### src/rtl/bus_arbiter.sv
// -----------------------------------------------------------------------------
// bus_arbiter
//
// Two-master, single-outstanding-transfer arbiter in front of a shared slave
// bus. Each master raises req (with we/addr/wdata) and holds it until its
// done pulse. The arbiter grants one master at a time, round-robin when both
// request, decodes addr[31:28] into a one-hot slave select and runs the
// transfer on the shared bus. A transfer ends on mem_ready, on a timeout, or
// immediately when the address is unmapped. The result is returned as a
// one-cycle done pulse with err and m_rdata.
//
// Handshake: the shared bus is valid/ready. While mem_valid=1 the command
// (mem_we/mem_addr/mem_wdata/mem_sel) is stable and the transfer completes
// on the first rising edge with mem_ready=1 (mem_rdata sampled on that edge).
// mem_ready is ignored whenever mem_valid=0. On the master side req is held
// until done; done/err/m_rdata form a single-cycle response.
//
// Ports
//   clk, rst                : clock, synchronous active-high reset
//   m0_* / m1_*             : master request (req, we, addr, wdata) and
//                             response (done, err)
//   m_rdata                 : read data, valid with either done, else 0
//   mem_valid/we/addr/wdata : shared bus command
//   mem_sel                 : one-hot select rom,ram,gpio,spi,uart,timer
//   mem_ready, mem_rdata    : slave completion and read data
//   dbg_state               : FSM state (0 IDLE, 1 BUSY, 2 RESP)
// -----------------------------------------------------------------------------
module bus_arbiter #(
  parameter int TIMEOUT = 16
) (
  input  logic        clk,
  input  logic        rst,
  input  logic        m0_req,
  input  logic        m0_we,
  input  logic [31:0] m0_addr,
  input  logic [31:0] m0_wdata,
  output logic        m0_done,
  output logic        m0_err,
  input  logic        m1_req,
  input  logic        m1_we,
  input  logic [31:0] m1_addr,
  input  logic [31:0] m1_wdata,
  output logic        m1_done,
  output logic        m1_err,
  output logic [31:0] m_rdata,
  output logic        mem_valid,
  output logic        mem_we,
  output logic [31:0] mem_addr,
  output logic [31:0] mem_wdata,
  output logic [5:0]  mem_sel,
  input  logic        mem_ready,
  input  logic [31:0] mem_rdata,
  output logic [1:0]  dbg_state
);

  typedef enum logic [1:0] {
    IDLE = 2'd0,
    BUSY = 2'd1,
    RESP = 2'd2
  } state_t;

  // Counter value of the last BUSY cycle allowed before a timeout.
  localparam logic [7:0] CNT_LAST = 8'(TIMEOUT - 1);

  state_t      state;
  logic        last_m1;     // master granted most recently (1 = m1)
  logic        gnt_m1;      // master owning the current transfer
  logic        mapped_q;    // current transfer targets a real slave
  logic [7:0]  busy_cnt;    // BUSY cycles elapsed, 0 on entry

  logic        req_any;
  logic        pick_m1;
  logic        pick_we;
  logic [31:0] pick_addr;
  logic [31:0] pick_wdata;
  logic [5:0]  pick_sel;
  logic        pick_mapped;

  logic        busy_exit;
  logic        busy_err;
  logic [31:0] busy_rdata;

  function automatic logic [5:0] decode_sel(input logic [3:0] region);
    logic [5:0] sel;
    case (region)
      4'h0:    sel = 6'b000001;  // rom
      4'h1:    sel = 6'b000010;  // ram
      4'h2:    sel = 6'b000100;  // gpio
      4'h3:    sel = 6'b001000;  // spi
      4'h4:    sel = 6'b010000;  // uart
      4'h5:    sel = 6'b100000;  // timer
      default: sel = 6'b000000;  // unmapped
    endcase
    return sel;
  endfunction

  // Grant selection: with both requesting, the one not served last wins;
  // otherwise whichever is requesting.
  always_comb begin
    req_any     = m0_req | m1_req;
    pick_m1     = (m0_req & m1_req) ? ~last_m1 : m1_req;
    pick_we     = pick_m1 ? m1_we    : m0_we;
    pick_addr   = pick_m1 ? m1_addr  : m0_addr;
    pick_wdata  = pick_m1 ? m1_wdata : m0_wdata;
    pick_sel    = decode_sel(pick_addr[31:28]);
    pick_mapped = |pick_sel;
  end

  // Exit condition of the BUSY state. Unmapped transfers leave after one
  // cycle without looking at mem_ready; ready wins over a same-cycle timeout.
  always_comb begin
    busy_exit  = 1'b0;
    busy_err   = 1'b0;
    busy_rdata = '0;
    if (!mapped_q) begin
      busy_exit = 1'b1;
      busy_err  = 1'b1;
    end else if (mem_ready) begin
      busy_exit  = 1'b1;
      busy_rdata = mem_we ? 32'h0 : mem_rdata;
    end else if (busy_cnt == CNT_LAST) begin
      busy_exit = 1'b1;
      busy_err  = 1'b1;
    end
  end

  always_ff @(posedge clk) begin
    if (rst) begin
      state     <= IDLE;
      last_m1   <= 1'b1;
      gnt_m1    <= 1'b0;
      mapped_q  <= 1'b0;
      busy_cnt  <= '0;
      mem_valid <= 1'b0;
      mem_we    <= 1'b0;
      mem_addr  <= '0;
      mem_wdata <= '0;
      mem_sel   <= '0;
      m0_done   <= 1'b0;
      m1_done   <= 1'b0;
      m0_err    <= 1'b0;
      m1_err    <= 1'b0;
      m_rdata   <= '0;
    end else begin
      case (state)
        IDLE: begin
          if (req_any) begin
            state     <= BUSY;
            gnt_m1    <= pick_m1;
            mapped_q  <= pick_mapped;
            busy_cnt  <= '0;
            // Unmapped transfers never drive the shared bus.
            mem_valid <= pick_mapped;
            mem_sel   <= pick_sel;
            mem_we    <= pick_mapped & pick_we;
            mem_addr  <= pick_mapped ? pick_addr  : 32'h0;
            mem_wdata <= pick_mapped ? pick_wdata : 32'h0;
          end
        end
        BUSY: begin
          if (busy_exit) begin
            state     <= RESP;
            mem_valid <= 1'b0;
            mem_we    <= 1'b0;
            mem_addr  <= '0;
            mem_wdata <= '0;
            mem_sel   <= '0;
            m0_done   <= ~gnt_m1;
            m1_done   <= gnt_m1;
            m0_err    <= ~gnt_m1 & busy_err;
            m1_err    <= gnt_m1 & busy_err;
            m_rdata   <= busy_rdata;
          end else begin
            busy_cnt <= busy_cnt + 8'd1;
          end
        end
        RESP: begin
          state   <= IDLE;
          last_m1 <= gnt_m1;
          m0_done <= 1'b0;
          m1_done <= 1'b0;
          m0_err  <= 1'b0;
          m1_err  <= 1'b0;
          m_rdata <= '0;
        end
        default: state <= IDLE;
      endcase
    end
  end

  assign dbg_state = state;

endmodule

### config.mk
export PLATFORM = sky130hd
export DESIGN_NAME = bus_arbiter
export DESIGN_NICKNAME = d
export VERILOG_FILES = /design/src/rtl/bus_arbiter.sv
export SDC_FILE = /design/constraint.sdc
export NUM_CORES = 1
export LEC_CHECK = 0
export CORE_AREA = 2 2 107 109
export CTS_BUF_LIST = sky130_fd_sc_hd__clkbuf_4
export CTS_CLUSTER_SIZE = 8
export DETAILED_ROUTE_END_ITERATION = 10
export DIE_AREA = 0 0 109 111
export DONT_BUFFER_PORTS = 1
export PLACE_DENSITY_LB_ADDON = 0.2
export SYNTH_ARGS = -nofsm -noshare
export SYNTH_HDL_FRONTEND = slang
export SYNTH_SLANG_ARGS = --single-unit
### constraint.sdc
create_clock -name clk -period 2 [get_ports clk]
set_clock_uncertainty 0.1 [all_clocks]
set_input_delay 0.6 -clock clk [delete_from_list [all_inputs] [get_ports clk]]
set_output_delay 0.6 -clock clk [all_outputs]
set_load 0.05 [all_outputs]
==> impl_metrics.py, run 1 <==
metrics = {
    "synth": {
        "synth_seq_area_share_pct": 48.67,
        "yosys_warnings": 0,
        "avgSynthCellArea_um2": 10.82,
        "yosysUniqueCellTypes": 44,
        "syn-num-nets": 628,
        "synth_area_um2": 4977,
        "yosys_register_bits": 121,
        "syn_inst": 460,
    },
    "pwr": {
        "switchingPower_mw": 1.540,
        "p_leak_nw": 2.034,
        "clkPwrFrac_pct": 36.4,
        "vdd_drop_max_uv": 499.3,
        "pwr-share-seq_pct": 53.8,
        "internal-power_mw": 3.845,
        "switching_share_pct": 28.59,
        "power_frac_comb_pct": 9.7,
        "p_per_area_nw_per_um2": 962.1,
    },
    "layout": {
        "design_area_um2": 5597,
        "fillCellCount": 997,
        "areaGrowthSynthToFinish_pct": 12.44,
        "layout.nets": 642,
        "layout_common_cells": "dfxtp_1 (118), mux2i_1 (63), o2bb2ai_1 (44)",
        "final-instance-count-excl-fill": 629,
        "antenna_cells": 0,
        "final_util_pct": 50.53,
        "final_common_cell": "dfxtp_1",
        "drive_above_1_share_pct": 17.90,
    },
    "clocking": {
        "post_cts_buffers": 0,
        "clkTransAtPathRegs_ps": 100,
        "cts.sinks": 121,
        "cts-root-buf": "clkbuf_4",
        "cts_buffer_depth": 2,
        "worstSkewPairLatency_ps": 520,
        "cts_tree": "built",
        "cts_made_buffers": 17,
        "htree_levels": 4,
    },
    "route": {
        "firstDrtPassIters": 4,
        "wl_um": 11930,
        "via_per_inst": 5.865,
        "drt-initial-drc-count": 153,
        "wire_per_inst_um": 18.97,
        "antenna_left": 0,
        "vias": 3689,
        "post-route-drc-count": 0,
    },
    "worst_setup_path": {
        "timing.rr.end": "mem_valid",
        "reg2reg_from": "last_m1",
        "endpoint": "m0_done",
        "required_ps": 1300,
        "arrival_ps": 1210,
        "path_depth": 0,
        "reg2reg_slack_ps": 110,
        "worstPathMaxFanout": 2,
        "rr_worst_depth": 5,
        "critPathLaunchType": "register",
        "critPathKind": "reg -> out",
        "cp-startpoint": "m0_done",
        "crit_path_end_kind": "output port",
    },
    "sta": {
        "finalCritPeriodShare_pct": 95.74,
        "fin_crit_ps": 1915,
        "worst_slew_pin_slew_ps": 985.3,
        "whs_ps": 98.04,
        "drv_slew": 0,
        "rsz0062_at_grt": "false",
        "fmaxAchievable_mhz": 522.3,
        "max-slew-margin-rel_pct": 34.10,
        "finalHoldViolations": 0,
        "fin_setup_tns_ps": 0,
        "setup_viol": 0,
    },
    "grt": {
        "grt_max_degree": 47,
        "grt_pass1_wl_um": 17910,
        "grt_pass1_vias": 3625,
        "antenna_found_initial": 0,
        "grt-ovfl-total": 0,
        "track_usage_pct": 19.42,
    },
    "die": {
        "dieArea_um2": 12100,
        "io_pins": 277,
        "start_util_pct": 44.93,
        "core_um2": 11080,
        "row_count": 39,
        "die_y_um": 111,
        "die_x_um": 109,
    },
    "place": {
        "routabilityCongestion": 0.7604,
        "place_area_um2": 5240,
        "dp.cells": 597,
        "numPortBuffers": 0,
        "hpwl_um": 8706,
    },
    "run": {
        "cap_violations": 0,
    },
    "hold_path": {
        "hold_class": "in -> reg",
        "hold_start": "mem_rdata[31]",
    },
    "run_status": {
        "outcome": "finished clean",
    },
}
-- area by class of cell --
| type | instances | area [um^2] | share of cell area (%) |
|---|---|---|---|
| Inverter | 3 | 11.26 | 0.2012 |
| Clock inverter | 12 | 180.2 | 3.219 |
| Tap cell | 143 | 178.9 | 3.197 |
| Clock buffer | 19 | 142.6 | 2.549 |
| Multi-Input combinational cell | 303 | 2376 | 42.45 |
| Sequential cell | 121 | 2426 | 43.35 |
| Timing Repair Buffer | 28 | 281.5 | 5.030 |
-- what timing repair did --
action                                  in CTS  in global routing
endpoints found under the setup margin       2                 21
gates resized for setup                      2                  7
hold buffers                                 1                  0
hold endpoints to repair                    27                  0
-- cells by family (layout without fill, tap and decap cells) --
group                    after synthesis  count (layout)  share of synthesized area (%)
multiplexers                          64              64                          12.90
flip-flops                           121             121                          48.67
AO/OA/AOI/OAI                        155             155                          25.44
adder cells (fa/ha/maj)                1               1                         0.2513
XOR/XNOR                               4               4                         0.7038
buffers and inverters                 36              62                          3.972
AND/OR/NAND/NOR                       79              79                          8.069
-- worst min-delay path by stage --
stage	depth (start not counted)	slack (ps)	end
after floorplan	1	370	m0_err
after global placement	2	380	busy_cnt[7]
after detailed placement	2	390	busy_cnt[7]
after CTS	1	40	m_rdata[24]
after global routing	1	40	m_rdata[24]
final	1	100	m_rdata[31]
-- state kept, by name (all words and copies together), names as in the netlist, 2 cells and up --
name and flops:
m_rdata 32, mem_addr 32, mem_wdata 32, busy_cnt 8, mem_sel 6, dbg_state 2
-- Yosys cell counts --
cell,number,area (um^2)
dfxtp_1,121,2422
mux2i_1,63,630.6
o2bb2ai_1,44,385.4
a21oi_1,31,155.2
nand2_1,31,116.4
o21ai_0,26,130.1
o2bb2ai_2,20,300.3
a22o_1,15,131.4
clkbuf_1,15,56.30
buf_2,11,55.05
nor2_1,11,41.29
nand3_1,9,45.04
buf_6,6,67.56
a211oi_1,4,30.03
nand2b_1,4,25.02
nor2b_1,4,25.02
or4_1,4,30.03
xor2_1,4,35.03
a21o_1,3,22.52
and3_1,3,18.77
inv_1,3,11.26
and2_1,2,12.51
nand3b_1,2,15.01
nand4_1,2,12.51
o2111ai_1,2,17.52
or4b_1,2,20.02
a21bo_2,1,10.01
a21boi_4,1,18.77
a221oi_1,1,8.760
a22oi_1,1,7.510
a32o_1,1,10.01
and4_1,1,8.760
and4bb_2,1,12.51
buf_4,1,7.510
ha_1,1,12.51
mux2_2,1,11.26
nor4_1,1,6.260
o211ai_1,1,7.510
o21ai_1,1,5.000
o22ai_1,1,6.260
o31ai_1,1,7.510
o31ai_2,1,12.51
or2_2,1,6.260
or3_1,1,6.260
-- stage by stage --
stage | power, mW | worst slack (ps)
floorplan | 3.332 | 14.66
global placement | 3.453 | -220.0
detailed placement | 3.470 | -233.0
CTS | 5.453 | 9.087
global route | 5.610 | 0.5456
finish | 5.385 | 85.24
-- per-layer routing --
layer | global-route usage [%] | up-vias | wire [um]
met2 | 31.39 | 179 | 5719
met4 | 9.316 | 0 | 248
met1 | 20.96 | 1719 | 4549
met5 | 0 | - | 0
met3 | 9.465 | 19 | 1413
li1 | - | 1772 | -
-- power by group through the flow --
stage	Clock, mW	Sequential (mW)	Combinational [mW]
after floorplan	0	2.95	0.383
after CTS	2.03	2.90	0.526
after global placement	0	2.96	0.496
final	1.96	2.90	0.524
after global routing	2.13	2.91	0.572
after detailed placement	0	2.96	0.515
Power figures use the tool's default switching activity.
==> run 2, diff against run 1 <==
Settings changed: CORE_AREA 2 2 107 109 to not set, CORE_ASPECT_RATIO set to 0.6, CORE_MARGIN set to 2, CORE_UTILIZATION set to 55, DIE_AREA 0 0 109 111 to not set.
Clock period 2 ns to 2.15 ns, I/O delays scaled along.
==> run 2 against run 1 <==
Compared with the run above: wire length increased by 5.2%; clock power fell by 5%; critical path depth is 5 higher; global-route usage grew 5.6 points; final area shrank 1.5%; clock-buffer cell count fell by 1; sequential share of layout area rose by 0.63 points; flip-flop and latch count unchanged; die area down 19%; critical path type is now reg -> reg.
==> impl_metrics.py, run 2 (synthesis results as in run 1) <==
metrics = {
    "run_status": {
        "outcome": "finished clean",
    },
    "worst_setup_path": {
        "path_delay_family": "simple AND/OR/NAND/NOR gates",
        "critPathKind": "reg -> reg",
        "crit_buf_inv": 1,
        "reg2reg_slack_ps": 110,
        "timing.rr.end": "mem_addr[24]",
        "crit_path_end_kind": "register",
        "critPathLaunchType": "register",
        "required_ps": 2460,
        "reg2reg_from": "last_m1",
        "arrival_ps": 2350,
        "slowest_delay_ps": 750,
        "rr_worst_depth": 5,
        "path_cells": "a21boi_4 -> and3_1 -> or4_2 -> buf_12 -> o2bb2ai_1",
        "worstPathMaxFanout": 41,
        "cp_slowest_cell": "or4_2",
    },
    "pwr": {
        "vdd_drop_max_uv": 480.9,
        "p_leak_nw": 2.007,
        "p_total_mw": 5.046,
        "p_per_area_nw_per_um2": 915.7,
    },
    "clocking": {
        "cts_made_buffers": 17,
        "cts_tree": "built",
        "clkTransAtPathRegs_ps": 120,
        "cts_buffer_depth": 2,
        "cts.sinks": 121,
        "cts-root-buf": "clkbuf_4",
        "htree_levels": 4,
        "worstSkewPairLatency_ps": 480,
    },
    "sta": {
        "finalHoldViolations": 0,
        "fin_crit_ps": 2039,
        "fmaxAchievable_mhz": 490.3,
        "fin_setup_tns_ps": 0,
        "setup_viol": 0,
        "setup_ws_ps": 110.6,
        "whs_ps": 106.2,
        "max-slew-margin-rel_pct": 55.32,
        "worst_slew_pin_slew_ps": 663.1,
        "drv_slew": 0,
        "rsz0062_at_grt": "false",
        "finalCritPeriodShare_pct": 94.86,
    },
    "place": {
        "routabilityCongestion": 0.8237,
        "dp.cells": 563,
        "numPortBuffers": 0,
        "place_area_um2": 5166,
        "hpwl_um": 9328,
        "dpl_worst_slack_ps": -177.8,
    },
    "layout": {
        "final-instance-count-excl-fill": 595,
        "final_util_pct": 63.68,
        "fillCellCount": 703,
        "layout.nets": 638,
        "multi_input_area_um2": 2379,
        "seq_area_um2": 2424,
        "drive_above_1_share_pct": 17.60,
        "largestRegisters": "m_rdata x32, mem_addr x32, mem_wdata x32",
        "areaGrowthSynthToFinish_pct": 10.71,
        "final_common_cell": "dfxtp_1",
        "design_area_um2": 5510,
        "antenna_cells": 0,
        "layout_common_cells": "dfxtp_1 (120), mux2i_1 (63), o2bb2ai_1 (44)",
    },
    "die": {
        "io_pins": 277,
        "die_x_um": 126.8,
        "dieArea_um2": 9851,
        "core_um2": 8653,
        "start_util_pct": 57.52,
        "die_y_um": 77.69,
        "row_count": 26,
    },
    "grt": {
        "grt_pass1_vias": 3562,
        "grt_max_degree": 42,
        "grt_pass1_wl_um": 19240,
        "grt-ovfl-total": 0,
        "track_usage_pct": 25.06,
        "antenna_found_initial": 0,
    },
    "route": {
        "antenna_left": 0,
        "vias": 3633,
        "wl_um": 12560,
        "wire_per_inst_um": 21.10,
        "via_per_inst": 6.106,
        "post-route-drc-count": 0,
        "firstDrtPassIters": 5,
        "drt-initial-drc-count": 313,
    },
    "hold_path": {
        "whs_path_depth": 1,
        "holdPathEnd": "m_rdata[3]",
        "hold_start": "rst",
        "hold_class": "in -> reg",
    },
    "run": {
        "cap_violations": 0,
    },
}
[run 2: cell count changes in the layout (fill, tap and decap cells not counted), sizes merged]
cell         delta
dlygate4sd3     -1
clkbuf          -1
clkinvlp        +2
buf             -3
[run 2: power by group]
| part | total (mW) | leakage, nW | internal (mW) | switching, mW |
|---|---|---|---|---|
| logic | 0.463 | 0.851 | 0.193 | 0.270 |
| registers | 2.71 | 0.982 | 2.33 | 0.378 |
| clock network | 1.87 | 0.175 | 1.04 | 0.830 |
[run 2: how the worst max path moves through the flow]
stage / startpoint / end / slack [ps] / cells after the start
global placement: m1_req / mem_valid / -100 / 5
floorplan: m1_req / mem_addr[10] / 80 / 6
detailed placement: m1_req / mem_addr[24] / -180 / 5
CTS: last_m1 / mem_addr[24] / 100 / 5
finish: last_m1 / mem_addr[24] / 110 / 5
global route: dbg_state[0] / mem_addr[24] / 30 / 5
[run 2: layout make-up]
cell class	count	area share, %
Sequential cell	121	43.98
Multi-Input combinational cell	303	43.17
Timing Repair Buffer	24	3.951
Clock inverter	14	3.701
Tap cell	112	2.543
Clock buffer	18	2.452
Inverter	3	0.2044
[run 2: what timing repair did]
item | 4_1_cts | 5_1_grt
hold buffers | 0 | 0
resized for setup | 3 | 0
endpoints found under the setup margin | 33 | 0
buffers inserted | 0 | 0
[run 2: layer usage]
layer	wire length (um)	part of all wire, %	track usage (%)	up-vias
met5	0	0	0	-
met4	231	1.8	10.99	0
met3	1071	8.5	8.621	18
met2	6270	50	42.90	171
met1	4983	40	28.59	1687
li1	-	-	-	1757
==> run 3, diff against run 2 <==
Settings changed: CTS_CLUSTER_SIZE 8 to not set.
==> results of run 3 <==
No change in the layout: final DEF, timing and power equal those of run 2.
